<file path="config.mk">
export PLATFORM = sky130hd
export DESIGN_NAME = mips_multicycle_ctrl
export DESIGN_NICKNAME = d
export VERILOG_FILES = /design/src/rtl/mips_multicycle_ctrl.sv
export SDC_FILE = /design/constraint.sdc
export NUM_CORES = 1
export LEC_CHECK = 0
export BUFFER_PORTS_ARGS = -buffer_cell sky130_fd_sc_hd__buf_2
export CAP_MARGIN = 20
export CORE_ASPECT_RATIO = 1.1
export CORE_MARGIN = 2
export CORE_UTILIZATION = 35
export CTS_CLUSTER_DIAMETER = 80
export DETAILED_ROUTE_END_ITERATION = 8
export HOLD_SLACK_MARGIN = 0.1
export MAX_ROUTING_LAYER = met4
export PLACE_DENSITY = 0.68
export SLEW_MARGIN = 20
export SYNTH_ARGS = -nofsm -noshare
export SYNTH_HDL_FRONTEND = slang
export SYNTH_SLANG_ARGS = --single-unit
</file>
<file path="constraint.sdc">
create_clock -name CLK -period 4.42 [get_ports CLK]
set_clock_uncertainty 0.1 [all_clocks]
set_input_delay 0.442 -clock CLK [delete_from_list [all_inputs] [get_ports CLK]]
set_output_delay 0.442 -clock CLK [all_outputs]
set_load 0.03 [all_outputs]
</file>
<file path="src/rtl/mips_multicycle_ctrl.sv">
// Multicycle MIPS control unit: Moore FSM with memory-wait timeout and sticky trap flags.
// Define MIPS_PERF_CNT_EN to add the InstrCount retired-instruction counter.
module mips_multicycle_ctrl #(
   parameter int unsigned MEM_TIMEOUT = 16,
   parameter int unsigned CNT_W       = 32
) (
   input  logic       CLK,
   input  logic       RST,
   input  logic [5:0] OpCode,
   input  logic [5:0] Funct,
   input  logic       ALUZero,
   input  logic       MemReady,
   output logic       PCWrite,
   output logic       PCWriteCond,
   output logic       IorD,
   output logic       IRWrite,
   output logic       MemRead,
   output logic       MemWrite,
   output logic       Mem2Reg,
   output logic       RegDst,
   output logic       RegWrite,
   output logic       ExtOp,
   output logic       ALUSrcA,
   output logic [1:0] ALUSrcB,
   output logic [1:0] PCSource,
   output logic [1:0] ALUOp,
   output logic [3:0] State,
   output logic       Illegal,
   output logic       MemErr
`ifdef MIPS_PERF_CNT_EN
   ,
   output logic [CNT_W-1:0] InstrCount
`endif
);

   localparam int unsigned WaitW = $clog2(MEM_TIMEOUT + 1);

   localparam logic [5:0] OpRType = 6'b000000;
   localparam logic [5:0] OpLw    = 6'b100011;
   localparam logic [5:0] OpSw    = 6'b101011;
   localparam logic [5:0] OpBeq   = 6'b000100;
   localparam logic [5:0] OpJ     = 6'b000010;
   localparam logic [5:0] OpAddiu = 6'b001001;
   localparam logic [5:0] OpOri   = 6'b001101;

   typedef enum logic [3:0] {
      StFetch  = 4'd0,
      StDecode = 4'd1,
      StMemAdr = 4'd2,
      StMemRd  = 4'd3,
      StMemWb  = 4'd4,
      StMemWr  = 4'd5,
      StExec   = 4'd6,
      StRwb    = 4'd7,
      StBranch = 4'd8,
      StJump   = 4'd9,
      StIExec  = 4'd10,
      StIWb    = 4'd11,
      StTrap   = 4'd12
   } stateT;

   stateT             stateQ, stateD;
   logic [WaitW-1:0]  waitCntQ, waitCntD;
   logic              illegalQ, memErrQ;
   logic              illegalSet, memErrSet;
   logic              timeout;
   logic              waitState;

   // Funct is decoded by the ALU control and ALUZero is gated in the datapath.
   logic unusedInputs;
   assign unusedInputs = ^{Funct, ALUZero};

   assign timeout   = (waitCntQ == WaitW'(MEM_TIMEOUT - 1));
   assign waitState = (stateQ == StFetch) || (stateQ == StMemRd) || (stateQ == StMemWr);

   always_comb begin
      stateD      = stateQ;
      illegalSet  = 1'b0;
      memErrSet   = 1'b0;
      PCWrite     = 1'b0;
      PCWriteCond = 1'b0;
      IorD        = 1'b0;
      IRWrite     = 1'b0;
      MemRead     = 1'b0;
      MemWrite    = 1'b0;
      Mem2Reg     = 1'b0;
      RegDst      = 1'b0;
      RegWrite    = 1'b0;
      ExtOp       = 1'b0;
      ALUSrcA     = 1'b0;
      ALUSrcB     = 2'b00;
      PCSource    = 2'b00;
      ALUOp       = 2'b00;

      case (stateQ)
         StFetch: begin
            MemRead = 1'b1;
            ALUSrcB = 2'b01;
            if (MemReady) begin
               IRWrite = 1'b1;
               PCWrite = 1'b1;
               stateD  = StDecode;
            end else if (timeout) begin
               stateD    = StTrap;
               memErrSet = 1'b1;
            end
         end
         StDecode: begin
            ALUSrcB = 2'b11;
            ExtOp   = 1'b1;
            case (OpCode)
               OpRType:        stateD = StExec;
               OpLw, OpSw:     stateD = StMemAdr;
               OpBeq:          stateD = StBranch;
               OpJ:            stateD = StJump;
               OpAddiu, OpOri: stateD = StIExec;
               default: begin
                  stateD     = StTrap;
                  illegalSet = 1'b1;
               end
            endcase
         end
         StMemAdr: begin
            ALUSrcA = 1'b1;
            ALUSrcB = 2'b10;
            ExtOp   = 1'b1;
            stateD  = (OpCode == OpSw) ? StMemWr : StMemRd;
         end
         StMemRd: begin
            MemRead = 1'b1;
            IorD    = 1'b1;
            if (MemReady) begin
               stateD = StMemWb;
            end else if (timeout) begin
               stateD    = StTrap;
               memErrSet = 1'b1;
            end
         end
         StMemWb: begin
            RegWrite = 1'b1;
            Mem2Reg  = 1'b1;
            stateD   = StFetch;
         end
         StMemWr: begin
            MemWrite = 1'b1;
            IorD     = 1'b1;
            if (MemReady) begin
               stateD = StFetch;
            end else if (timeout) begin
               stateD    = StTrap;
               memErrSet = 1'b1;
            end
         end
         StExec: begin
            ALUSrcA = 1'b1;
            ALUOp   = 2'b10;
            stateD  = StRwb;
         end
         StRwb: begin
            RegWrite = 1'b1;
            RegDst   = 1'b1;
            stateD   = StFetch;
         end
         StBranch: begin
            ALUSrcA     = 1'b1;
            ALUOp       = 2'b01;
            PCWriteCond = 1'b1;
            PCSource    = 2'b01;
            stateD      = StFetch;
         end
         StJump: begin
            PCWrite  = 1'b1;
            PCSource = 2'b10;
            stateD   = StFetch;
         end
         StIExec: begin
            ALUSrcA = 1'b1;
            ALUSrcB = 2'b10;
            if (OpCode == OpOri) begin
               ALUOp = 2'b11;
            end else begin
               ExtOp = 1'b1;
            end
            stateD = StIWb;
         end
         StIWb: begin
            RegWrite = 1'b1;
            stateD   = StFetch;
         end
         StTrap: begin
            stateD = StTrap;
         end
         default: stateD = StTrap;
      endcase

      // Any state change clears the counter, so each memory access starts from zero.
      waitCntD = waitCntQ;
      if (stateD != stateQ) begin
         waitCntD = '0;
      end else if (waitState && !MemReady) begin
         waitCntD = waitCntQ + WaitW'(1);
      end

      if (!RST) begin
         PCWrite     = 1'b0;
         PCWriteCond = 1'b0;
         IorD        = 1'b0;
         IRWrite     = 1'b0;
         MemRead     = 1'b0;
         MemWrite    = 1'b0;
         Mem2Reg     = 1'b0;
         RegDst      = 1'b0;
         RegWrite    = 1'b0;
         ExtOp       = 1'b0;
         ALUSrcA     = 1'b0;
         ALUSrcB     = 2'b00;
         PCSource    = 2'b00;
         ALUOp       = 2'b00;
      end
   end

   always_ff @(posedge CLK or negedge RST) begin
      if (!RST) begin
         stateQ   <= StFetch;
         waitCntQ <= '0;
         illegalQ <= 1'b0;
         memErrQ  <= 1'b0;
      end else begin
         stateQ   <= stateD;
         waitCntQ <= waitCntD;
         illegalQ <= illegalQ | illegalSet;
         memErrQ  <= memErrQ | memErrSet;
      end
   end

   assign State   = stateQ;
   assign Illegal = illegalQ;
   assign MemErr  = memErrQ;

`ifdef MIPS_PERF_CNT_EN
   logic             retire;
   logic [CNT_W-1:0] instrCntQ;

   assign retire = (stateD == StFetch) &&
                   (stateQ inside {StMemWb, StMemWr, StRwb, StBranch, StJump, StIWb});

   always_ff @(posedge CLK or negedge RST) begin
      if (!RST) begin
         instrCntQ <= '0;
      end else if (retire) begin
         instrCntQ <= instrCntQ + CNT_W'(1);
      end
   end

   assign InstrCount = instrCntQ;
`endif

endmodule

</file>
==> results of run 1 <==
## worst max path at each step
stage	from	end	slack, ns
finish	State[1]	ExtOp	1.70
global route	State[1]	ExtOp	1.59
CTS	State[1]	ExtOp	1.74
detailed placement	State[1]	ExtOp	2.06
global placement	State[1]	ExtOp	2.11
floorplan	State[1]	ExtOp	1.71
## cell usage in the layout (no fill, tap or decap), drive strengths merged, types with 5 or more instances in the layout
master	n
buf	31
nand2	7
nand3	8
nor2	10
and3	5
nor3	13
o21ai	9
inv	5
dfrtp	11
## layer usage
metal	global-route usage, %	vias to the layer above	share of wire [%]
met5	-	-	0
met4	6.395	0	1.3
met3	2.484	5	5.0
met2	24.72	39	47
met1	22.29	508	47
li1	-	544	-
## power by group through the flow
stage / logic [mW] / registers (mW) / clock network (mW)
2_1_floorplan: 0.360 / 0.157 / 0
3_3_place_gp: 0.403 / 0.184 / 0
3_5_place_dp: 0.412 / 0.184 / 0
4_1_cts: 0.414 / 0.182 / 0.0694
5_1_grt: 0.450 / 0.188 / 0.0777
6_report: 0.412 / 0.183 / 0.0678
## layout make-up
class | count | area, um2
Clock buffer | 4 | 26.28
Fill cell | 309 | 1749
Inverter | 5 | 18.77
Multi-Input combinational cell | 105 | 744.5
Sequential cell | 11 | 275.3
Tap cell | 34 | 42.54
Timing Repair Buffer | 32 | 165.2
## flip-flops by register name, indices dropped and copies added (netlist names)
register and flops:
waitCntQ 5, Illegal 1, MemErr 1, State 4
## metrics by stage
stage	setup slack (ns)	hold slack (ns)
floorplan	1.714	0.04641
global placement	2.106	0.2619
detailed placement	2.057	0.2645
CTS	1.739	0.3764
global route	1.594	0.4057
finish	1.696	0.3665
## logic make-up (layout without fill, tap and decap cells)
family / count (synthesis) / in the layout / share of synthesized area (%)
xor gates and xnor gates: 5 / 5 / 5.696
DFF: 11 / 11 / 25.06
muxes: 2 / 2 / 2.164
and+or+nand+nor: 64 / 64 / 33.60
buffers and inverters: 13 / 41 / 7.174
adders and majority gates: 2 / 2 / 2.278
AOI/OAI and AO/OA: 32 / 32 / 24.03
## worst max-delay path, stage by stage, from the launching register on
cell     delay, ns
dfrtp_1       0.78
nor2b_2       0.38
a21o_1        0.12
nor3b_1       0.26
o21a_1        0.18
buf_2         0.19
## repair_timing
action                                  4_1_cts  5_1_grt
hold endpoints to repair                     11        0
endpoints found under the setup margin        0        0
hold buffers                                  1        0
==> out/results.ini, run 1 <==
[detailed_routing]
finalWirelength_um=2784
viasPerCell=5.738
drtPass1Iterations=4
vias=1096
drc=0
first_iter_violations=44
antenna_left=0
wl_per_cell_um=14.58

[synthesis]
synth.area.top_cells=dfrtp_1 25%, nor3_1 5.5%, nand3_1 3.6%
synth_edf_count=0
ys_types=55
avgSynthCellArea_um2=8.516
syn-num-nets=147
async_flop_share_pct=100.0
synth_top_area_cell=dfrtp_1
synth.most_common_cell=nor3_1
synth_top_area_share_pct=25.06
syn_inst=129
syn-cell-area_mm2=0.001099
synth_seq_area_share_pct=25.06
synth_warnings=0
synth_commonest_cells=12 x nor3_1, 11 x dfrtp_1, 9 x nor2_1
synth_seq_cells=11
ys.flop_type=dfrtp_1

[die]
die_y_um=62.76
initial_core_util_pct=36.36
ios=39
die_x_um=57.42
coreArea_mm2=0.003022
die_area_mm2=0.003603
rows=21

[timing]
slew_headroom_pct=52.06
setup-violations-final=0
finalCritPeriodShare_pct=61.63
rsz0062_at_grt=no
min_period_ns=2.724
max_freq_mhz=367.1
setup_tns_ns=0
finalHoldViolations=0
drv_slew=0
tightest_slew_ns=0.7191

[worst_hold_path]
min_path_type=flop to flop
hold-path-endpoint=MemErr
min_path_cells=1
min-delay-start=MemErr

[place]
post-dp-hpwl_um=2112
gp_congestion=0.8586
dp.cells=186
dpl_cell_area_mm2=0.001236
port_buffers=31

[layout]
drive_above_1_share_pct=30.57
area_delta_synth_final_pct=15.83
n_antenna_cell=0
finalNonFillerCells=191
final_core_util_pct=42.11
nNetsFinal=176
design_area_mm2=0.001272

[worst_setup_path]
r2r-start=waitCntQ[0]
worstPathArrival_ns=2.18
worst-r2r-setup-slack_ns=2.13
worstReg2RegEnd=waitCntQ[4]
r2r_cells=8
critPathCaptureType=primary output
crit_required_ns=3.88
cp_max_fo=17
criticalPathCategory=flop to primary output
startpoint_type=flop

[cts]
numClockSinks=11
cts_buffers=3
clkSlewWorstSetupHoldPaths_ns=0.06
cts_tree=yes
cts_buffer_depth=2
root_buffer=clkbuf_4
insertion_delay_ns=0.27
post_cts_buffers=0
htree_levels=1
cts_resized=0

[outcome]
outcome=completed

[power]
combinationalPowerShare_pct=62.2
pwr-share-clk_pct=10.2
power_mw=0.6631
p_leak_nw=0.5918
p_per_area_mw_per_mm2=521.1
swShare_pct=54.02
p_switching_mw=0.3582
ir_drop_uv=242.7
internal-power_mw=0.3049
seqPwrFrac_pct=27.6

[global_routing]
overflow=0
grt_pass1_wl_um=4740
track_usage_pct=16.51
grt_max_degree=21
antenna_found_initial=0
grt_pass1_vias=1039

[run]
cap_violations=0

No activity file was read; power rests on OpenSTA's default activity.
==> run 2, diff against run 1 <==
- clock period: 4.42 -> 2.65 ns (I/O delays scaled with it)
==> run 2 against run 1 <==
Core utilization grew 0.25 points. Sequential power is 65% higher. Final cell count increased by 0.52%. Setup slack worse by 1.4 ns. Clock power increased by 68%. Combinational power increased by 69%. Count of clock-buffer cells in the layout unchanged. Largest cell class unchanged. Largest power group unchanged.
==> out/results.ini, run 2 (synthesis results as in run 1) <==
[power]
power_mw=1.112  ; was 0.6631 mW
p_per_area_mw_per_mm2=868.7  ; was 521.1 mW/mm2
swShare_pct=53.99  ; was 54.02%
seqPwrFrac_pct=27.1  ; was 27.6%
internal-power_mw=0.5116  ; was 0.3049 mW
p_leak_nw=0.5972  ; was 0.5918 nW
pwr-share-clk_pct=10.3  ; was 10.2%
combinationalPowerShare_pct=62.6  ; was 62.2%
p_switching_mw=0.6004  ; was 0.3582 mW
ir_drop_uv=430.7  ; was 242.7 uV

[detailed_routing]
first_iter_violations=39  ; was 44
antenna_left=0  ; unchanged
wl_per_cell_um=14.84  ; was 14.58 um
drtPass1Iterations=4  ; unchanged
finalWirelength_um=2850  ; was 2784 um
vias=1118  ; was 1096
viasPerCell=5.823  ; was 5.738
drc=0  ; unchanged

[place]
post-dp-hpwl_um=2102  ; was 2112 um
dpl_cell_area_mm2=0.001244  ; was 0.001236 mm2
gp_congestion=0.8595  ; was 0.8586
port_buffers=31  ; unchanged

[cts]
cts_tree=yes  ; unchanged
cts_buffers=3  ; unchanged
root_buffer=clkbuf_4  ; unchanged
cts_buffer_depth=2  ; unchanged
insertion_delay_ns=0.27  ; about the same
post_cts_buffers=0  ; unchanged
numClockSinks=11  ; unchanged
htree_levels=1  ; unchanged
clkSlewWorstSetupHoldPaths_ns=0.06  ; about the same

[global_routing]
track_usage_pct=16.98  ; was 16.51%
use_met2_pct=27.56  ; was 24.72%
busiest_layer=met2  ; unchanged
use_met3_pct=2.070  ; was 2.484%
grt_util_met1_pct=20.95  ; was 22.29%
grt_pass1_vias=1078  ; was 1039
overflow=0  ; unchanged
grt_max_degree=21  ; unchanged
antenna_found_initial=0  ; unchanged
grt_pass1_wl_um=4836  ; was 4740 um

[worst_setup_path]
worstReg2RegEnd=waitCntQ[4]  ; unchanged
path_cells=nor2b_2 -> a21o_1 -> nor3b_1 -> o21a_1 -> buf_2  ; unchanged
worst_path_dominant_cell_family=flip-flops  ; unchanged
crit_cells=5  ; unchanged
critPathMaxStageDelay_ns=0.68  ; was 0.78 ns
r2r_cells=8  ; unchanged
worst-r2r-setup-slack_ns=0.37  ; was 2.13 ns
criticalPathCategory=flop to primary output  ; unchanged
cp_num_buf_inv=1  ; unchanged
startpoint_type=flop  ; unchanged
worstPathArrival_ns=2.04  ; was 2.18 ns
critPathCaptureType=primary output  ; unchanged
slowest_stage=dfrtp_1  ; unchanged
cp_max_fo=16  ; was 17
crit_start=State[1]  ; unchanged
crit_required_ns=2.29  ; was 3.88 ns
r2r-start=waitCntQ[0]  ; unchanged

[die]
rows=21  ; unchanged
die_y_um=62.76  ; unchanged
ios=39  ; unchanged
coreArea_mm2=0.003022  ; unchanged
die_x_um=57.42  ; unchanged
die_area_mm2=0.003603  ; unchanged
initial_core_util_pct=36.36  ; unchanged

[worst_hold_path]
min_path_cells=3  ; was 1
hold-path-endpoint=State[1]  ; was MemErr
min-delay-start=OpCode[4]  ; was MemErr
min_path_type=primary input to flop  ; was flop to flop

[timing]
finalCritPeriodShare_pct=90.61
finalHoldWorstSlack_ns=0.3175  ; was 0.3665 ns
setup-violations-final=0  ; unchanged
min_period_ns=2.401
drv_slew=0  ; unchanged
setup_tns_ns=0  ; unchanged
finalHoldViolations=0  ; unchanged
slew_headroom_pct=52.91  ; was 52.06%
max_freq_mhz=416.5
tightest_slew_ns=0.7064  ; was 0.7191 ns
rsz0062_at_grt=no  ; unchanged

[layout]
layout_commonest_cell=buf_2  ; unchanged
largest_register_ffs=5  ; unchanged
layout_common_cells=31 x buf_2, 12 x nor3_1, 11 x dfrtp_1  ; unchanged
design_area_mm2=0.001280  ; was 0.001272 mm2
area_delta_synth_final_pct=16.51  ; was 15.83%
final_core_util_pct=42.36  ; was 42.11%
nNetsFinal=177  ; was 176
drive_above_1_share_pct=31.01  ; was 30.57%
regMostFlops=waitCntQ  ; unchanged
n_antenna_cell=0  ; unchanged

[outcome]
outcome=completed  ; unchanged

[run]
cap_violations=0  ; unchanged

## run 2: changes by cell type in the layout (fill, tap and decap cells not counted)
cell and delta:
buf_4 +1
## run 2: worst max path at each step
| stage | end | slack [ns] |
|---|---|---|
| global placement | waitCntQ[4] | 0.43 |
| finish | ExtOp | 0.25 |
| CTS | ExtOp | 0.25 |
| global route | ExtOp | 0.09 |
| detailed placement | waitCntQ[4] | 0.38 |
| floorplan | ExtOp | 0.12 |
## run 2: final cells by class
| class | instances | area, um2 |
|---|---|---|
| timing repair buffer | 33 | 172.7 |
| tap | 34 | 42.54 |
| multi-input combinational | 105 | 744.5 |
| sequential | 11 | 275.3 |
| fill | 308 | 1742 |
| clock buffer | 4 | 26.28 |
| inverter | 5 | 18.77 |
## run 2: what timing repair did
item | CTS | global route
gates resized for setup | 0 | 0
hold endpoints to repair | 11 | 0
hold buffers | 1 | 0
## run 2: stage by stage
step | setup WS, ns | std cells
global route | 0.09340 | 192
floorplan | 0.1214 | 129
detailed placement | 0.3806 | 187
CTS | 0.2494 | 192
finish | 0.2488 | 192
global placement | 0.4319 | 187
## run 2: metal layers
metal  up-vias  wire length (um)
li1        543                 -
met1       525              1230
met2        44              1404
met3         6               167
met4         0                48
met5         -                 0
## run 2: power by group through the flow
stage                     clock (mW)  combinational [mW]  sequential, mW
final                          0.114               0.696           0.302
after detailed placement           0               0.693           0.304
after CTS                      0.121               0.698           0.301
after global placement             0               0.679           0.304
after global routing           0.132               0.753           0.312
after floorplan                    0               0.601           0.262
## run 2: worst register-to-register path, stage by stage, from the launching register on
cell and delay [ns]:
dfrtp_1 0.40, ha_1 0.22, and3_1 0.18, ha_1 0.22, nor2_1 0.23, o21ai_0 0.12, a32oi_1 0.25, o21ai_2 0.14
a2111oi_2 0.33
==> run 3, diff against run 2 <==
- CELL_PAD_IN_SITES_DETAIL_PLACEMENT: unset -> 2
- CELL_PAD_IN_SITES_GLOBAL_PLACEMENT: unset -> 2
- CORE_UTILIZATION: 35 -> 28
- PLACE_DENSITY: 0.68 -> 0.87
==> run 3 against run 2 <==
Critical path depth rose by 3. Global-route usage rose by 1.1 points. Combinational power rose by 3.3%. Final cell count rose by 8.3%. Design area rose by 3.0%. Flip-flop and latch count did not move. Sequential share of layout area fell by 0.63 points. Register-to-register slack got worse by 0.12 ns. Fmax barely moved. First-iteration DRC count fell by 46%. Hold slack improved by 0.034 ns. Largest power group unchanged.
==> out/results.ini, run 3 (synthesis results as in run 1) <==
[detailed_routing]
drc=0  ; unchanged
antenna_left=0  ; unchanged
viasPerCell=5.385  ; was 5.823
first_iter_violations=21  ; was 39
wl_per_cell_um=17.54  ; was 14.84 um
finalWirelength_um=3648  ; was 2850 um
drtPass1Iterations=4  ; unchanged
vias=1120  ; was 1118

[power]
ir_drop_uv=296.2  ; was 430.7 uV
power_mw=1.193  ; was 1.112 mW
p_leak_nw=0.6050  ; was 0.5972 nW
p_per_area_mw_per_mm2=904.9  ; was 868.7 mW/mm2

[global_routing]
grt_pass1_vias=1216  ; was 1078
grt_max_degree=21  ; unchanged
overflow=0  ; unchanged
grt_pass1_wl_um=6265  ; was 4836 um
antenna_found_initial=0  ; unchanged
track_usage_pct=18.06  ; was 16.98%

[layout]
layout_commonest_cell=buf_2  ; unchanged
largest_register_ffs=5  ; unchanged
n_antenna_cell=0  ; unchanged
layout_common_cells=31 x buf_2, 12 x nor3_1, 11 x dfrtp_1  ; unchanged
regMostFlops=waitCntQ  ; unchanged
area_delta_synth_final_pct=20.05  ; was 16.51%
nNetsFinal=177  ; unchanged
drive_above_1_share_pct=31.01  ; unchanged
regArea_um2=275.3  ; unchanged
multi_input_area_um2=744.5  ; unchanged
fillers=424  ; was 308

[place]
port_buffers=31  ; unchanged
post-dp-hpwl_um=2934  ; was 2102 um
gp_congestion=0.7908  ; was 0.8595

[cts]
cts_resized=0  ; unchanged
clkSlewWorstSetupHoldPaths_ns=0.05  ; was 0.06 ns
post_cts_buffers=0  ; unchanged
cts_buffers=3  ; unchanged
cts_tree=yes  ; unchanged
htree_levels=1  ; unchanged
ctsHoldBuffers=1  ; unchanged
root_buffer=clkbuf_8  ; was clkbuf_4
numClockSinks=11  ; unchanged
insertion_delay_ns=0.24  ; was 0.27 ns
cts_buffer_depth=2  ; unchanged

[worst_setup_path]
criticalPathCategory=flop to flop  ; was flop to primary output
r2r_cells=8  ; unchanged
crit_required_ns=2.67  ; was 2.29 ns
worst-r2r-setup-slack_ns=0.25  ; was 0.37 ns
worstReg2RegEnd=waitCntQ[4]  ; unchanged
worstPathArrival_ns=2.42  ; was 2.04 ns
critPathCaptureType=flop  ; was primary output
cp_max_fo=5  ; was 16
r2r-start=waitCntQ[0]  ; unchanged
startpoint_type=flop  ; unchanged

[timing]
drv_slew=0  ; unchanged
min_period_ns=2.403  ; was 2.401 ns
setup_tns_ns=0  ; unchanged
finalHoldViolations=0  ; unchanged
tightest_slew_ns=0.7272  ; was 0.7064 ns
finalCritPeriodShare_pct=90.68  ; was 90.61%
max_freq_mhz=416.2  ; was 416.5 MHz
slew_headroom_pct=51.52  ; was 52.91%
setup-violations-final=0  ; unchanged
rsz0062_at_grt=no  ; unchanged

[die]
initial_core_util_pct=29.59  ; was 36.36%
coreArea_mm2=0.003712  ; was 0.003022 mm2
die_x_um=63.72  ; was 57.42 um
rows=23  ; was 21
die_area_mm2=0.004441  ; was 0.003603 mm2
ios=39  ; unchanged
die_y_um=69.70  ; was 62.76 um

[worst_hold_path]
min-delay-start=OpCode[4]  ; unchanged
min_path_type=primary input to flop  ; unchanged
min_path_cells=3  ; unchanged
hold-path-endpoint=State[1]  ; unchanged

[outcome]
outcome=completed  ; unchanged

[run]
cap_violations=0  ; unchanged

## run 3: changes by cell type in the layout (fill, tap and decap cells not counted)
cell / change
clkbuf_4: -3
clkbuf_8: +3
## run 3: stage by stage
| stage | setup WS (ns) | area (um2) | hold slack [ns] | cells | utilization [%] |
|---|---|---|---|---|---|
| 4_1_cts | 0.2234 | 1319 | 0.3406 | 208 | 35.52 |
| 3_3_place_gp | 0.4114 | 1264 | 0.09593 | 203 | 34.04 |
| 2_1_floorplan | 0.1214 | 1099 | -0.1306 | 129 | - |
| 5_1_grt | 0.06340 | 1319 | 0.3501 | 208 | 35.52 |
| 6_report | 0.2471 | 1319 | 0.3518 | 208 | 35.52 |
| 3_5_place_dp | 0.2372 | 1264 | 0.1001 | 203 | 34.04 |
## run 3: critical path, stage by stage, from the launching register on
cell and delay (ns):
dfrtp_1 0.41, ha_1 0.23, and3_1 0.19, ha_1 0.22
nor2_1 0.23, o21ai_0 0.11, a32oi_1 0.26, o21ai_2 0.14
a2111oi_2 0.37
## run 3: worst max-delay path by stage
stage / cells past startpoint / startpoint / slack (ns) / end
2_1_floorplan: 5 / State[1] / 0.12 / ExtOp
6_report: 8 / waitCntQ[0] / 0.25 / waitCntQ[4]
3_3_place_gp: 8 / waitCntQ[0] / 0.41 / waitCntQ[4]
4_1_cts: 8 / waitCntQ[0] / 0.22 / waitCntQ[4]
5_1_grt: 8 / waitCntQ[0] / 0.06 / waitCntQ[4]
3_5_place_dp: 8 / waitCntQ[0] / 0.24 / waitCntQ[4]
## run 3: power breakdown
part	internal [mW]	switching [mW]	total (mW)
Combinational	0.258	0.460	0.719
Sequential	0.196	0.108	0.304
Clock	0.106	0.0642	0.170
## run 3: cell type report
cell class | instances | area share, %
Multi-Input combinational cell | 105 | 56.45
Sequential cell | 11 | 20.87
Timing Repair Buffer | 33 | 13.09
Tap cell | 50 | 4.744
Clock buffer | 4 | 3.416
Inverter | 5 | 1.423
## run 3: routing by layer
layer,global-route usage (%),vias to the layer above,wire (um)
met1,20.90,546,1602
met5,-,-,0
met4,4.589,0,43
met2,32.16,25,1888
met3,2.922,5,114
li1,-,544,-
